`config.mk`:
```
export PLATFORM = sky130hd
export DESIGN_NAME = max_hold_window
export DESIGN_NICKNAME = d
export VERILOG_FILES = /design/src/rtl/max_hold_pkg.sv /design/src/rtl/max_hold_window_cmp.sv /design/src/rtl/max_hold_window.sv
export SDC_FILE = /design/constraint.sdc
export NUM_CORES = 1
export LEC_CHECK = 0
export CORE_MARGIN = 2
export CORE_UTILIZATION = 34
export DETAILED_ROUTE_END_ITERATION = 12
export GPL_TIMING_DRIVEN = 1
export SLEW_MARGIN = 15
export SYNTH_ARGS = -nofsm -noshare
export SYNTH_HDL_FRONTEND = slang
export SYNTH_SLANG_ARGS = --single-unit
```
`constraint.sdc`:
```
create_clock -name clock -period 2.2 [get_ports clock]
set_input_delay 0.22 -clock clock [delete_from_list [all_inputs] [get_ports clock]]
set_output_delay 0.22 -clock clock [all_outputs]
set_load 0.02 [all_outputs]
```
`src/rtl/max_hold_pkg.sv`:
```
// Shared compare-mode constants and helpers for the windowed max/min hold block.
package max_hold_pkg;

    localparam logic CMP_UNSIGNED = 1'b0;
    localparam logic CMP_SIGNED   = 1'b1;

    // Strict a > b for operands of 'width' bits, zero-extended into 64 bits.
    // Signed order is obtained by flipping the sign bit and comparing unsigned.
    function automatic logic gt(input logic [63:0] a, input logic [63:0] b,
                                input int unsigned width, input logic mode);
        logic [63:0] flip;
        if (mode == CMP_SIGNED) begin
            flip = 64'd1 << (width - 32'd1);
        end else begin
            flip = 64'd0;
        end
        return (a ^ flip) > (b ^ flip);
    endfunction

    function automatic int cnt_width_of(input int n);
        return (n < 2) ? 1 : $clog2(n);
    endfunction

endpackage

```
`src/rtl/max_hold_window_cmp.sv`:
```
// Combinational compare/select; ties select b (a_wins only on strict a > b).
module max_hold_cmp
    import max_hold_pkg::*;
#(
    parameter int data_width = 8
) (
    input  logic [data_width-1:0] a,
    input  logic [data_width-1:0] b,
    input  logic                  mode,
    output logic [data_width-1:0] larger,
    output logic [data_width-1:0] smaller,
    output logic                  a_wins
);

    // Strict compare under the selected ordering, then steer both operands.
    always_comb begin
        a_wins = gt(64'(a), 64'(b), data_width, mode);
        if (a_wins) begin
            larger  = a;
            smaller = b;
        end else begin
            larger  = b;
            smaller = a;
        end
    end

endmodule

```
`src/rtl/max_hold_window.sv`:
```
// Windowed running max/min hold with per-window compare mode.
// Optional first-occurrence index outputs: define MAX_HOLD_INDEX_EN.
module max_hold_window
    import max_hold_pkg::*;
#(
    parameter int data_width = 8,
    parameter int window_len = 16,
    localparam int cnt_width = cnt_width_of(window_len)
) (
    input  logic                  clock,
    input  logic                  reset,
    input  logic                  clear,
    input  logic                  data_valid,
    input  logic [data_width-1:0] data,
    input  logic                  signed_mode,
    output logic [data_width-1:0] max,
    output logic [data_width-1:0] min,
    output logic [cnt_width-1:0]  count,
    output logic [data_width-1:0] window_max,
    output logic [data_width-1:0] window_min,
    output logic                  window_valid
`ifdef MAX_HOLD_INDEX_EN
    ,
    output logic [cnt_width-1:0]  max_index,
    output logic [cnt_width-1:0]  min_index,
    output logic [cnt_width-1:0]  window_max_index,
    output logic [cnt_width-1:0]  window_min_index
`endif
);

    logic                  mode_r;
    logic                  accept_s;
    logic                  first_s;
    logic                  last_s;
    logic                  above_max_s;
    logic                  below_min_s;
    logic [data_width-1:0] larger_s;
    logic [data_width-1:0] cmp_smaller_unused_s;
    logic [data_width-1:0] max_next_s;
    logic [data_width-1:0] min_next_s;
    logic [cnt_width-1:0]  count_next_s;

    max_hold_cmp #(.data_width(data_width)) u_cmp (
        .a       (data),
        .b       (max),
        .mode    (mode_r),
        .larger  (larger_s),
        .smaller (cmp_smaller_unused_s),
        .a_wins  (above_max_s)
    );

    // Next-state values for the running extremes and the window position.
    always_comb begin
        accept_s    = data_valid & ~clear;
        first_s     = (count == cnt_width'(0));
        last_s      = (count == cnt_width'(window_len - 1));
        below_min_s = gt(64'(min), 64'(data), data_width, mode_r);
        if (first_s) begin
            max_next_s = data;
            min_next_s = data;
        end else begin
            max_next_s = larger_s;
            min_next_s = below_min_s ? data : min;
        end
        // Wrap explicitly so non-power-of-two windows never run to 2^cnt_width.
        if (last_s) begin
            count_next_s = cnt_width'(0);
        end else begin
            count_next_s = count + cnt_width'(1);
        end
    end

    // Running and per-window result registers.
    always_ff @(posedge clock or posedge reset) begin
        if (reset) begin
            mode_r       <= CMP_UNSIGNED;
            max          <= {data_width{1'b0}};
            min          <= {data_width{1'b0}};
            count        <= cnt_width'(0);
            window_max   <= {data_width{1'b0}};
            window_min   <= {data_width{1'b0}};
            window_valid <= 1'b0;
        end else if (clear) begin
            max          <= {data_width{1'b0}};
            min          <= {data_width{1'b0}};
            count        <= cnt_width'(0);
            window_valid <= 1'b0;
        end else if (accept_s) begin
            max          <= max_next_s;
            min          <= min_next_s;
            count        <= count_next_s;
            window_valid <= last_s;
            if (first_s) begin
                mode_r <= signed_mode;
            end
            if (last_s) begin
                window_max <= max_next_s;
                window_min <= min_next_s;
            end
        end else begin
            window_valid <= 1'b0;
        end
    end

`ifdef MAX_HOLD_INDEX_EN
    logic [cnt_width-1:0] max_index_next_s;
    logic [cnt_width-1:0] min_index_next_s;

    // Only a strictly better sample moves the index, so ties keep the earlier one.
    always_comb begin
        if (first_s) begin
            max_index_next_s = cnt_width'(0);
            min_index_next_s = cnt_width'(0);
        end else begin
            max_index_next_s = above_max_s ? count : max_index;
            min_index_next_s = below_min_s ? count : min_index;
        end
    end

    // Index registers follow the same accept/clear/window timing as the values.
    always_ff @(posedge clock or posedge reset) begin
        if (reset) begin
            max_index        <= cnt_width'(0);
            min_index        <= cnt_width'(0);
            window_max_index <= cnt_width'(0);
            window_min_index <= cnt_width'(0);
        end else if (clear) begin
            max_index <= cnt_width'(0);
            min_index <= cnt_width'(0);
        end else if (accept_s) begin
            max_index <= max_index_next_s;
            min_index <= min_index_next_s;
            if (last_s) begin
                window_max_index <= max_index_next_s;
                window_min_index <= min_index_next_s;
            end
        end
    end
`endif

endmodule
```
=== Word-level counts from Yosys, hierarchy flattened ===
Index checks and enable logic that the tools add are counted.

* Flip-flop bits (word level): 38

* Add/sub/neg operators: 1
* Magnitude comparators: 2
* Equality and inequality tests: 1
* Mux-type cells: 14
* Bitwise gates (word level): 5
* Reduce and logical (&&, ||, !) cells: 4

{| class="wikitable"
|+ Operator list
! operator !! number
|-
| two-way mux 8 bit || 9
|-
| > comparator 64 bit || 1
|-
| > comparator 8 x 64 -> 1 bit || 1
|-
| bitwise XOR 8 bit || 3
|-
| two-way mux 4 bit || 3
|-
| AND reduction 3 bit || 2
|-
| adder 4 x 1 -> 4 bit, second input constant || 1
|-
| == test 4 bit, second input constant || 1
|-
| logical NOT 4 bit || 1
|-
| two-way mux 1 bit || 2
|-
| nonzero test 2 bit || 1
|-
| AND 1 bit || 1
|-
| inverter 1 bit || 1
|}

=== Logic depth before layout (Yosys ltp) ===
* Depth after elaboration: 7
* Depth in mapped cells: 8

=== By module ===
Synthesis repeated with hierarchy kept, for this count alone.

* Cell total of the unflattened synthesis: 246
* Area, all modules: 2543.7 sq um

{| class="wikitable"
|+ Modules (own cells, without submodules)
! module !! times used !! cells an instance !! area an instance (sq um)
|-
| max_hold_window || 1 || 200 || 2053.2
|-
| max_hold_cmp || 1 || 46 || 490.5
|}

=== Worst setup path after synthesis ===
Ideal clock, no wire load.

* Path type: flip-flop to flip-flop
* From: register min[7]
* To: register min[0]
* Data arrival time: 2.071 ns
* Required time: 2.133 ns
* Setup slack: 0.062 ns
* Stages on the path, launching flop included: 9
* Path buffers: 1
* Clock period less this slack: 2.138 ns
* Cells stage by stage: dfrtp_1 xor2_1 ha_1 nand4_1 or2_2 clkbuf_1 o22a_1 o31ai_2 a22o_1

* Cells in the longest elaborated chain, start to end: 6

{| class="wikitable"
|+ RTL lines
! element !! line !! source
|-
| from (decl) || max_hold_window.sv:17 || <nowiki>output logic [data_width-1:0] min,</nowiki>
|-
| from (signal assigned) || max_hold_window.sv:78 || <nowiki>min <= {data_width{1'b0}};</nowiki>
|-
| from (signal assigned) || max_hold_window.sv:85 || <nowiki>min <= {data_width{1'b0}};</nowiki>
|-
| from (signal assigned) || max_hold_window.sv:90 || <nowiki>min <= min_next_s;</nowiki>
|-
| bitwise XOR 8 bit || max_hold_pkg.sv:17 || <nowiki>return (a ^ flip) > (b ^ flip);</nowiki>
|-
| > comparator 8 x 64 -> 1 bit || max_hold_pkg.sv:17 ||
|-
| two-way mux 8 bit || max_hold_window.sv:63 || <nowiki>min_next_s = below_min_s ? data : min;</nowiki>
|-
| two-way mux 8 bit || max_hold_window.sv:58 || <nowiki>if (first_s) begin</nowiki>
|-
| two-way mux 8 bit || max_hold_window.sv:88 || <nowiki>end else if (accept_s) begin</nowiki>
|-
| two-way mux 8 bit || max_hold_window.sv:83 || <nowiki>end else if (clear) begin</nowiki>
|}

No other way between the ends. The select of a mux whose other input is x is not followed.
A chain may end at the register's enable or synchronous reset.

=== Final worst setup path ===
* From: register mode_r
* To: register max[4]

* Cells in the longest elaborated chain, start to end: 7

{| class="wikitable"
|+ RTL lines
! element !! line !! source
|-
| from (decl) || max_hold_window.sv:31 || <nowiki>logic mode_r;</nowiki>
|-
| from (signal assigned) || max_hold_window.sv:94 || <nowiki>mode_r <= signed_mode;</nowiki>
|-
| two-way mux 8 bit * || max_hold_pkg.sv:12 || <nowiki>if (mode == CMP_SIGNED) begin</nowiki>
|-
| bitwise XOR 8 bit || max_hold_pkg.sv:17 ||
|-
| > comparator 64 bit * || max_hold_pkg.sv:17 ||
|-
| two-way mux 8 bit * || max_hold_window_cmp.sv:18 || <nowiki>if (a_wins) begin</nowiki>
|-
| two-way mux 8 bit * || max_hold_window.sv:58 ||
|-
| two-way mux 8 bit * || max_hold_window.sv:88 ||
|-
| two-way mux 8 bit * || max_hold_window.sv:83 ||
|-
| to (signal assigned) || max_hold_window.sv:77 || <nowiki>max <= {data_width{1'b0}};</nowiki>
|-
| to (signal assigned) || max_hold_window.sv:84 || <nowiki>max <= {data_width{1'b0}};</nowiki>
|-
| to (signal assigned) || max_hold_window.sv:89 || <nowiki>max <= max_next_s;</nowiki>
|-
| to (decl) || max_hold_window.sv:16 || <nowiki>output logic [data_width-1:0] max,</nowiki>
|}

Mark *: on every way between the ends. The rest lies on a longest branch, timed or not. The select of a mux whose other input is x is not followed.

==> parameters.txt <==
Parameter                              Value

Global route
  Total track usage ... 0.191
  Vias in the first global route ... 2306
  GR met3 Demand/Resource ... 0.0382
  Aggregate global routing overflow ... 0
  Busiest layer in global routing ... met2
  Pin count of the biggest net entering global routing ... 39
  Antenna violations before repair ... 0
  Met1 Track Usage GR ... 0.260
  First-pass GRT wire length ... 11500 um
  Met2 track demand over resource in global routing ... 0.299

Timing
  Min cycle time layout ... 2.15 ns
  Clock Skews ... 0.0148 ns
  Final Setup Violations ... 0
  Final worst slack ... just under 0.05 ns
  Slew at the pin closest to its max-slew limit ... between 0.5 and 0.6 ns
  Maximum operating frequency ... between 400 and 500 MHz
  Final hold viol count ... 0
  Final Cycle Share ... 0.978
  Total count of max-transition violations in the final report ... 0
  Worst max-slew margin expressed relative to the limit ... 0.655

Yosys
  Post-synthesis compound-gate area fraction ... 0.279
  Xor/xnor cell area share of the yosys netlist ... 0.0144
  Synth unique cells ... between 50 and 60
  Synth Area in Adders ... 0.0925
  Most numerous cell in the Yosys netlist ... sky130_fd_sc_hd__dfrtp_1
  Multiplexer share of the synthesized area ... 0.00874
  Yosys top cell by area ... sky130_fd_sc_hd__dfrtp_1
  Number of flops mapped to enable cells by yosys ... 0
  Post-Synthesis Net Count ... 286
  Top cells by count, synth ... 38 x sky130_fd_sc_hd__dfrtp_1, 27 x sky130_fd_sc_hd__nand2_1, 25 x sky130_fd_sc_hd__nor2_1
  Count of mapped cells out of synthesis ... about 260
  Post-synthesis sequential area ratio ... 0.391
  Simple-gate portion of the synthesized area ... 0.170
  Post-Synthesis Cell Area ... 2430 um^2
  Most common flop cell mapped by yosys ... sky130_fd_sc_hd__dfrtp_1
  Post-Syn Area per Cell ... 9.54 um^2
  Synthesized flop and latch total ... 38
  Syn. warnings ... 0
  Main combinational cell family by area after synthesis ... compound AO/OA/AOI/OAI gates
  FFs w/ async S/R, synth ... 1.00
  Area fraction of the dominant cell type after synthesis ... 0.391
  Largest cells by area after synthesis ... sky130_fd_sc_hd__dfrtp_1 39%, sky130_fd_sc_hd__ha_1 9.3%, sky130_fd_sc_hd__a22o_1 5.8%, sky130_fd_sc_hd__nand2_1 4.2%, sky130_fd_sc_hd__nor2_1 3.9%

Clock tree
  Post-CTS clock slew at the launch and capture registers of the worst setup and hold paths ... 0.08 ns
  Count of H-tree levels built during CTS ... 2
  Insertion delay of the later-clocked pin in the worst-skew pair ... roughly 0.31 ns
  Clock Root Buffer ... sky130_fd_sc_hd__clkbuf_8
  Buffer depth of the longest clock path ... 2
  Clock tree from TritonCTS ... done
  Total CTS buffers ... 5
  Clock net sink count ... 38

Layout
  Layout Cell Area excl Fill ... 3660 um^2
  Synthesis-to-layout area growth ... 50.5%
  Antenna fix cells ... 0
  Fill count ... 645
  Fraction of layout instances using a drive strength above 1 ... 0.271
  Nets@finish ... 392

Floorplanning
  Die Area ... 7850 um^2
  Chip Height ... 88.6 um
  Chip Width ... just under 90 um
  Number of I/O pins ... 50
  Core outline area ... 6870 um^2
  Std cell rows ... 30
  Initial cell density of the core ... 0.354

Placement
  Placed cell areas ... 3440 um^2
  Number of buffer cells added on primary ports ... 49
  Worst setup timing slack at the placement stage ... -0.351 ns
  Routability-driven placement congestion ratio ... 0.811
  Total half-perimeter wirelength after legalization and detailed placement ... 5320 um

Hold path
  Hold Path Class ... in2reg
  Worst Hold Launch ... data[2]

Routing
  Routed length per instance ... 15.7 um
  DRC violations left ... 0
  Count of nets left with antenna violations after detail routing ... 0
  Routed via count ... 2402
  Initial DRC count ... 118
  Total Routed Length ... 7180 um
  First-pass iteration count of the detailed router ... 4
  Via density per instance ... between 5 and 6

Worst setup path
  Number of buffer and inverter instances along the worst setup path ... 2
  Data required time of the worst path ... 2.39 ns
  Most repeated library cell on the critical path ... sky130_fd_sc_hd__o21ai_2
  R2R Path Start ... mode_r$_DFFE_PP0P_
  Crit-path max FO ... 8
  Crit start category ... flip-flop
  Setup Crit Path Kind ... reg2reg
  Capturing element type of the critical path ... flip-flop
  Crit path largest cell delay ... 0.45 ns
  Startpoint of the worst setup timing path ... mode_r$_DFFE_PP0P_
  Top cell family by delay on the critical path ... compound AO/OA/AOI/OAI gates
  Worst path arrival time ... between 2 and 2.5 ns
  Master of the slowest instance on the critical path ... sky130_fd_sc_hd__dfrtp_2
  CP cell instances ... buf_6 -> xnor2_4 -> ha_4 -> o21ai_2 -> o21ai_2 -> nor4_4 -> a211oi_4 -> buf_12 -> a22o_1

Outcome
  Outcome ... completed

Pwr
  Pwr Density ... 630 nW/um^2
  Worst vdd rail ir drop ... 0.000283 V
  Leakage dissipation ... 1.63 nW

Job
  Max cap viols ... 0
-- routing by layer --
layer,up-vias,routed length [um]
met1,1160,3350
met2,70,3370
met4,0,82
met3,8,379
li1,1164,-
met5,-,0
-- layout by cell type (no fill, tap or decap), types with 3 or more instances in the layout --
cell,instances
sky130_fd_sc_hd__buf_4,54
sky130_fd_sc_hd__clkdlybuf4s50_1,44
sky130_fd_sc_hd__dfrtp_1,37
sky130_fd_sc_hd__nand2_1,27
sky130_fd_sc_hd__nor2_1,23
sky130_fd_sc_hd__inv_1,19
sky130_fd_sc_hd__a22o_1,16
sky130_fd_sc_hd__ha_1,16
sky130_fd_sc_hd__a21oi_1,11
sky130_fd_sc_hd__a31oi_1,9
sky130_fd_sc_hd__o211ai_1,8
sky130_fd_sc_hd__o21ai_0,8
sky130_fd_sc_hd__a221oi_1,7
sky130_fd_sc_hd__a41oi_1,6
sky130_fd_sc_hd__clkbuf_8,6
sky130_fd_sc_hd__dlymetal6s2s_1,5
sky130_fd_sc_hd__o21ai_2,4
sky130_fd_sc_hd__nand2b_1,3
sky130_fd_sc_hd__nand4_1,3
sky130_fd_sc_hd__nand3_1,3
sky130_fd_sc_hd__nor4_4,3
sky130_fd_sc_hd__a22oi_1,3
-- stage by stage --
stage	TNS, ns	hold slack (ns)	cells	utilization	power [W]
finish	0	0.304	458	0.533	0.00231
floorplan	0	0.360	255	-	0.00127
global route	-0.0776	0.326	458	0.533	0.00244
CTS	0	0.363	458	0.517	0.00223
global placement	-8.57	0.499	450	0.500	0.00168
detailed placement	-9.07	0.491	450	0.500	0.00169
-- power by group --
| part | total [W] | leakage, nW | switching [W] | internal (W) |
|---|---|---|---|---|
| Clock | 0.000520 | 0.0472 | 0.000268 | 0.000252 |
| Combinational | 0.00100 | 1.06 | 0.000521 | 0.000483 |
| Sequential | 0.000786 | 0.518 | 0.0000464 | 0.000739 |
-- worst register-to-register path: stages (launching register included) --
cell and delay [ns]:
sky130_fd_sc_hd__dfrtp_2 0.45, sky130_fd_sc_hd__buf_6 0.15, sky130_fd_sc_hd__xnor2_4 0.16, sky130_fd_sc_hd__ha_4 0.23, sky130_fd_sc_hd__o21ai_2 0.09, sky130_fd_sc_hd__o21ai_2 0.11, sky130_fd_sc_hd__nor4_4 0.39, sky130_fd_sc_hd__a211oi_4 0.09
sky130_fd_sc_hd__buf_12 0.15, sky130_fd_sc_hd__a22o_1 0.23
-- state kept, by name, summed over array words and instances (netlist names) --
register and flops:
count 4, window_valid 1, window_min 8, mode_r 1
max 8, window_max 8, min 8
-- cells by family after synthesis --
logic type               count (synthesis)
flip-flops                              38
multiplexers                             2
AND/OR/NAND/NOR                         77
buffers and inverters                   27
AO/OA/AOI/OAI                           89
adder cells (fa/ha/maj)                 18
XOR/XNOR                                 4
-- cell type report --
cell class	count	area, um^2	area share
inverters	20	75.1	0.0205
flip-flops and latches	38	952	0.260
repair buffers	106	951	0.260
well taps	96	120	0.0328
clock inverters	2	12.5	0.00342
multi-input cells	190	1470	0.401
clock buffers	6	82.6	0.0225
-- repair_timing --
action / in CTS / in global routing
resized for setup: 3 / 23
pin swaps: 2 / 7
endpoints found under the setup margin: 23 / 30
setup buffers: 0 / 2
hold buffers: 0 / 0
-- worst paths after layout --
| kind | end | slack (ns) | depth (start not counted) |
|---|---|---|---|
| min in group asynchronous | window_max[7]$_DFFE_PP0P_ | 0.35 | 3 |
| max in group asynchronous | mode_r$_DFFE_PP0P_ | 1.48 | 3 |
| worst max register to register | max[4]$_DFFE_PP0P_ | 0.05 | 9 |
| worst min-delay path | window_max[2]$_DFFE_PP0P_ | 0.30 | 3 |
| worst min register to register | window_min[1]$_DFFE_PP0P_ | 0.50 | 2 |
| worst max-delay path | max[4]$_DFFE_PP0P_ | 0.05 | 9 |
Note: power is estimated with default switching activity, not from simulation.
